--- config.mk ---
export PLATFORM = sky130hd
export DESIGN_NAME = spi_byte_shifter
export DESIGN_NICKNAME = d
export VERILOG_FILES = /design/src/rtl/spi_byte_shifter.sv
export SDC_FILE = /design/constraint.sdc
export NUM_CORES = 1
export LEC_CHECK = 0
export ABC_AREA = 0
export BUFFER_PORTS_ARGS = -buffer_cell sky130_fd_sc_hd__buf_2
export CAP_MARGIN = 20
export CELL_PAD_IN_SITES_DETAIL_PLACEMENT = 0
export CELL_PAD_IN_SITES_GLOBAL_PLACEMENT = 1
export CORE_MARGIN = 2
export CORE_UTILIZATION = 48
export CTS_BUF_LIST = sky130_fd_sc_hd__clkbuf_4
export DETAILED_ROUTE_END_ITERATION = 10
export HOLD_SLACK_MARGIN = 0.12
export PLACE_DENSITY = 0.92
export SETUP_SLACK_MARGIN = 0.4
export SLEW_MARGIN = 25
export SYNTH_ARGS = -nofsm -noshare
export SYNTH_HDL_FRONTEND = slang
export SYNTH_SLANG_ARGS = --single-unit
--- constraint.sdc ---
create_clock -name clk -period 2.5 [get_ports clk]
set_clock_uncertainty 0.2 [all_clocks]
set_input_delay 0.125 -clock clk [delete_from_list [all_inputs] [get_ports clk]]
set_output_delay 0.125 -clock clk [all_outputs]
set_load 0.1 [all_outputs]
--- src/rtl/spi_byte_shifter.sv ---
// spi_byte_shifter: mode-0, MSB-first SPI byte engine that generates SCLK, drives MOSI and samples MISO.
// Each byte spans 16 SCLK half-periods of CLK_DIV clocks each, and done pulses for one cycle at the end.
module spi_byte_shifter #(
    parameter int CLK_DIV = 4,
    parameter int CNT_W   = 8
) (
    input  logic       clk,
    input  logic       reset,
    input  logic       start,
    input  logic [7:0] tx_byte,
    output logic       busy,
    output logic       done,
    output logic [7:0] rx_byte,
    output logic       sclk,
    output logic       mosi,
    input  logic       miso
);
    typedef enum logic [1:0] {IDLE, LOW, HIGH} state_t;
    localparam logic [CNT_W-1:0] DIV_LAST = CNT_W'(CLK_DIV - 1);
    state_t           state, state_n;
    logic [CNT_W-1:0] div_cnt, div_cnt_n;
    logic [2:0]       bit_cnt, bit_cnt_n;
    logic [7:0]       tx_sr, tx_sr_n, rx_sr, rx_sr_n, rx_byte_n;
    logic             sclk_n, mosi_n, busy_n, done_n, half_end;
    assign half_end = div_cnt == DIV_LAST;
    always_ff @(posedge clk or negedge reset) begin
        if (!reset) begin
            state   <= IDLE;
            div_cnt <= '0;
            bit_cnt <= '0;
            tx_sr   <= '0;
            rx_sr   <= '0;
            rx_byte <= '0;
            sclk    <= 1'b0;
            mosi    <= 1'b0;
            busy    <= 1'b0;
            done    <= 1'b0;
        end else begin
            state   <= state_n;
            div_cnt <= div_cnt_n;
            bit_cnt <= bit_cnt_n;
            tx_sr   <= tx_sr_n;
            rx_sr   <= rx_sr_n;
            rx_byte <= rx_byte_n;
            sclk    <= sclk_n;
            mosi    <= mosi_n;
            busy    <= busy_n;
            done    <= done_n;
        end
    end
    always_comb begin
        state_n   = state;
        div_cnt_n = div_cnt;
        bit_cnt_n = bit_cnt;
        tx_sr_n   = tx_sr;
        rx_sr_n   = rx_sr;
        rx_byte_n = rx_byte;
        sclk_n    = sclk;
        mosi_n    = mosi;
        busy_n    = busy;
        done_n    = 1'b0;
        case (state)
            IDLE: if (start) begin
                tx_sr_n   = tx_byte;
                mosi_n    = tx_byte[7];
                busy_n    = 1'b1;
                div_cnt_n = '0;
                bit_cnt_n = '0;
                state_n   = LOW;
            end
            LOW: if (half_end) begin
                sclk_n    = 1'b1;
                rx_sr_n   = {rx_sr[6:0], miso};
                div_cnt_n = '0;
                state_n   = HIGH;
            end else div_cnt_n = div_cnt + 1'b1;
            HIGH: if (half_end) begin
                sclk_n    = 1'b0;
                div_cnt_n = '0;
                // MOSI only moves on the falling edge, so it is stable across the next rise
                if (bit_cnt != 3'd7) begin
                    tx_sr_n   = {tx_sr[6:0], 1'b0};
                    mosi_n    = tx_sr[6];
                    bit_cnt_n = bit_cnt + 3'd1;
                    state_n   = LOW;
                end else begin
                    done_n    = 1'b1;
                    busy_n    = 1'b0;
                    rx_byte_n = rx_sr;
                    mosi_n    = 1'b0;
                    state_n   = IDLE;
                end
            end else div_cnt_n = div_cnt + 1'b1;
            default: state_n = IDLE;
        endcase
    end
endmodule

After elaboration in Yosys (flattened, before gate mapping)
Cells that the tools add are included.

Logic and storage cells: 65. Flip-flop bits (word level): 40.

Multiplexer cells: 30. Equal/unequal tests: 9. Reduce and logical (&&, ||, !) cells: 13. $add $sub $neg: 2. Bitwise operators: 1.

Operators with widths (count): two-way mux 7 bit (3); two-way mux 8 bit (2); case mux 8 bit (2 select lines) (1); case mux 7 bit (2 select lines) (1); two-way mux 1 bit (12); AND reduction 3 bit (4); != test 2 bit (second input constant) (5); two-way mux 3 bit (3); adder 8 x 1 -> 8 bit (second input constant) (1); == test 8 x 2 -> 1 bit (second input constant) (1); AND reduction 4 bit (2); two-way mux 2 bit (3); case mux 1 bit (2 select lines) (3); case mux 2 bit (3 select lines) (1); case mux 3 bit (2 select lines) (1); nonzero test 2 bit (3); AND reduction 2 bit (2); adder 3 x 1 -> 3 bit (second input constant) (1); != test 3 bit (second input constant) (1); == test 2 x 1 -> 1 bit (second input constant) (1); == test 2 bit (second input constant) (1); zero test 2 bit (1); OR reduction 2 bit (1); NOT 1 bit (1).

Depth between registers and ports, before layout
Word-level depth: 4. Mapped depth: 8. Mapped depth without buffers: 6.

Least setup slack after synthesis
OpenSTA, ideal clock, no wires.

Path type: reg-to-reg. Start point: reg div_cnt[0]. End point: reg rx_byte[0]. Cell stages (with the launch flop): 7. Data required time: 2174 ps. Arrival time: 1897 ps. Setup slack: 277 ps. Cells stage by stage: dfrtp_1 > ha_1 > or3b_2 > nor2_4 > and3_4 > buf_12 > mux2_4.

Word-level cells in the longest chain between the ends: 2.

RTL lines: start, declared (RTL line 21) `logic [CNT_W-1:0] div_cnt, div_cnt_n;`; start signal, assigned (RTL line 40) `div_cnt <= div_cnt_n;`; == test 8 x 2 -> 1 bit (RTL line 25) `assign half_end = div_cnt == DIV_LAST;`; AND reduction 3 bit (no source line); end signal, assigned (RTL line 44) `rx_byte <= rx_byte_n;`; end, declared (RTL line 13) `output logic [7:0] rx_byte,`.

Every way passes these cells. A chain may end at the register's enable or synchronous reset.

Worst setup path in the final report
Start point: reg div_cnt[5]. End point: reg rx_byte[5].

Same word-level chain as after synthesis.

==> results.cfg <==
[floorplan]
initial_core_util_pct = 49.4
coreArea_sq_mm = 0.00394
ios = 24
die-area_sq_mm = 0.00459
die_h_um = 67.7
fp-row-count = 23
die_w_um = 67.7

[layout]
fin_nets = 241
drive_gt1_share_pct = 38.3
num-fill-cells = 298
synthToLayoutAreaGrowth_pct = 26.4
antenna_cells = 0
fin_area_sq_mm = 0.00246

[pwr]
sw_frac_of_total_pct = 37.6
power_density_mw_per_mm2 = 900
p_leak_nw = 1.15
power.internal_mw = 1.38
irDropWorstVdd_v = 0.000554
p_clk_share_pct = 19.1
p_switching_uw = 834
combPwrFrac_pct = 41.2
seq_power_share_pct = 39.8

[global_routing]
track_usage_pct = 19.2
grt_pass1_vias = 1388
antenna_found_initial = 0
grt_pass1_wl_um = 6450
grt_max_degree = 41
overflow = 0

[clocking]
h-tree-depth = 2
clock_path_buffers = 2
cts_tree = yes
clkTransAtPathRegs_ns = 0.13
insertion_delay_ns = 0.35
ctsRootBufferMaster = clkbuf_4
numCtsBuffers = 5
cts.sinks = 40

[placement]
place_area_sq_mm = 0.00213
gp_routability_congestion = 0.832
portBuffers = 23
hpwlAfterDp_um = 2640

[sta]
rsz0062_at_grt = true
finalSetupViolations = 0
fin_crit_sh_pct = 82.9
fmax_ghz = 0.483
hold_viol = 0
drv_slew = 0
hold_ws_ns = 0.232
worst_slew_pin_slew_ns = 0.903
tns_ns = 0
fin_crit_ns = 2.07
relSlewSlack_pct = 39.8

[setup_path]
reg2reg_slack_ns = 0.43
endpoint_kind = flop
critPathLaunchType = flop
critical_path_required_ns = 2.54
crit_fanout = 5
cp_data_arrival_time_ns = 2.12
path_class = reg -> reg

[route]
drc = 0
ant_nets = 0
wire_per_inst_um = 14.6
num_vias = 1511
viasPerCell = 5.56
drt_first_pass_iters = 4
drtIter0Drc = 64
wl_um = 3980

[synthesis]
async_flop_share_pct = 100
synth_nets = 188
synth_edf_count = 0
synthFlopType = dfrtp_1
syn_area_sq_mm = 0.00195
yosys_warnings = 0
ys_types = 39
ys_seq_area_share_pct = 51.3
avgSynthCellArea_sq_um = 11.6
syn_inst = 168
yosys_register_bits = 40

[flow_run]
maxCapViolCount = 0

[outcome]
status = finished, final reports clean

[worst_hold_path]
hold_class = in -> async
[layout by cell type (no fill, tap or decap), types with 2 or more instances in the layout]
master	n
o211ai_1	2
o21ai_0	14
ha_2	2
or4_1	2
nand2_1	12
o22a_1	6
dfrtp_2	2
a21oi_1	8
nor2_1	4
mux2_2	11
o21a_1	5
inv_1	5
dfrtp_1	38
mux2_4	8
ha_1	5
nand4_1	2
clkbuf_4	5
nor2b_1	2
buf_2	23
buf_4	14
dlygate4sd3_1	12
nand3_1	9
[final cells by class]
type | instances | area, sq um | area share [%]
Tap cell | 50 | 62.6 | 2.54
Clock buffer | 5 | 37.5 | 1.52
Inverter | 6 | 22.5 | 0.914
Multi-Input combinational cell | 118 | 943 | 38.3
Timing Repair Buffer | 50 | 352 | 14.3
Clock inverter | 3 | 42.5 | 1.73
Sequential cell | 40 | 1000 | 40.7
[flip-flops by register name, summed over array words and instances (netlist names)]
name,count
div_cnt,8
rx_byte,8
rx_sr,8
tx_sr,7
bit_cnt,3
state,2
busy,1
done,1
mosi,1
sclk,1
[metrics by stage]
step,util (%),cells,power (mW),setup WS [ns]
floorplan,-,168,1.47,0.409
global placement,53.9,240,1.64,0.362
detailed placement,53.9,240,1.67,0.298
CTS,61.1,267,2.17,0.409
global route,62.5,272,2.38,0.355
finish,62.5,272,2.22,0.428
[cell families (layout without fill, tap and decap cells)]
logic type	count (synthesis)	count (layout)	synth area share [%]
DFF	40	40	51.3
and+or+nand+nor	47	48	13.8
adders and majority gates	8	8	5.13
muxes	19	19	12.5
buffers and inverters	11	64	3.02
AOI/OAI and AO/OA	43	43	14.2
[critical path: stages, from the launching register on]
cell     delay (ns)
dfrtp_1        0.45
or4_4          0.55
nor2_4         0.18
and3_4         0.28
mux2_4         0.31
[power groups by stage]
| stage | combinational, mW | clock [mW] | sequential [mW] |
|---|---|---|---|
| after CTS | 0.859 | 0.438 | 0.876 |
| after global routing | 1.01 | 0.467 | 0.900 |
| after global placement | 0.750 | 0 | 0.887 |
| final | 0.913 | 0.423 | 0.882 |
| after detailed placement | 0.773 | 0 | 0.898 |
| after floorplan | 0.491 | 0 | 0.981 |
[cells in the mapped netlist, types with 2 or more instances]
library cell	number	area share [%]
o22a_1	6	2.7
nand2b_1	2	0.64
nand2_1	12	2.3
clkbuf_1	3	0.58
a21oi_1	8	2.1
nand3_1	9	2.3
o21a_1	5	1.9
nor2_1	4	0.77
o21ai_0	15	3.9
ha_1	8	5.1
inv_1	6	1.2
mux2_2	11	6.4
nor4_1	2	0.64
or4_1	2	0.77
nand4_1	2	0.64
mux2_4	8	6.2
dfrtp_1	40	51
o211ai_1	2	0.77
nor2b_1	3	0.96
[what timing repair did]
action	in CTS	in global routing
gates cloned	1	0
pin swaps	3	4
setup buffers	6	5
hold endpoints to repair	50	0
setup endpoints to repair	13	22
resized for setup	8	6
hold buffers	12	0
[final timing paths]
path | from | end | cells past startpoint
min reg2reg | tx_sr[1] | tx_sr[1] | 1
max | div_cnt[5] | rx_byte[5] | 4
max reg2reg | div_cnt[5] | rx_byte[5] | 4
min | reset | rx_byte[6] | 2
min in group clk | tx_sr[1] | tx_sr[1] | 1
max in group asynchronous | reset | div_cnt[4] | 2
[layer usage]
layer | wire length [um] | GRT usage (%) | vias to the layer above
met1 | 1790 | 24.3 | 750
met2 | 2010 | 31.5 | 32
li1 | - | - | 725
met3 | 157 | 5.83 | 4
met5 | 0 | 0 | -
met4 | 29 | 5.87 | 0
No activity file was read; power rests on OpenSTA's default activity.
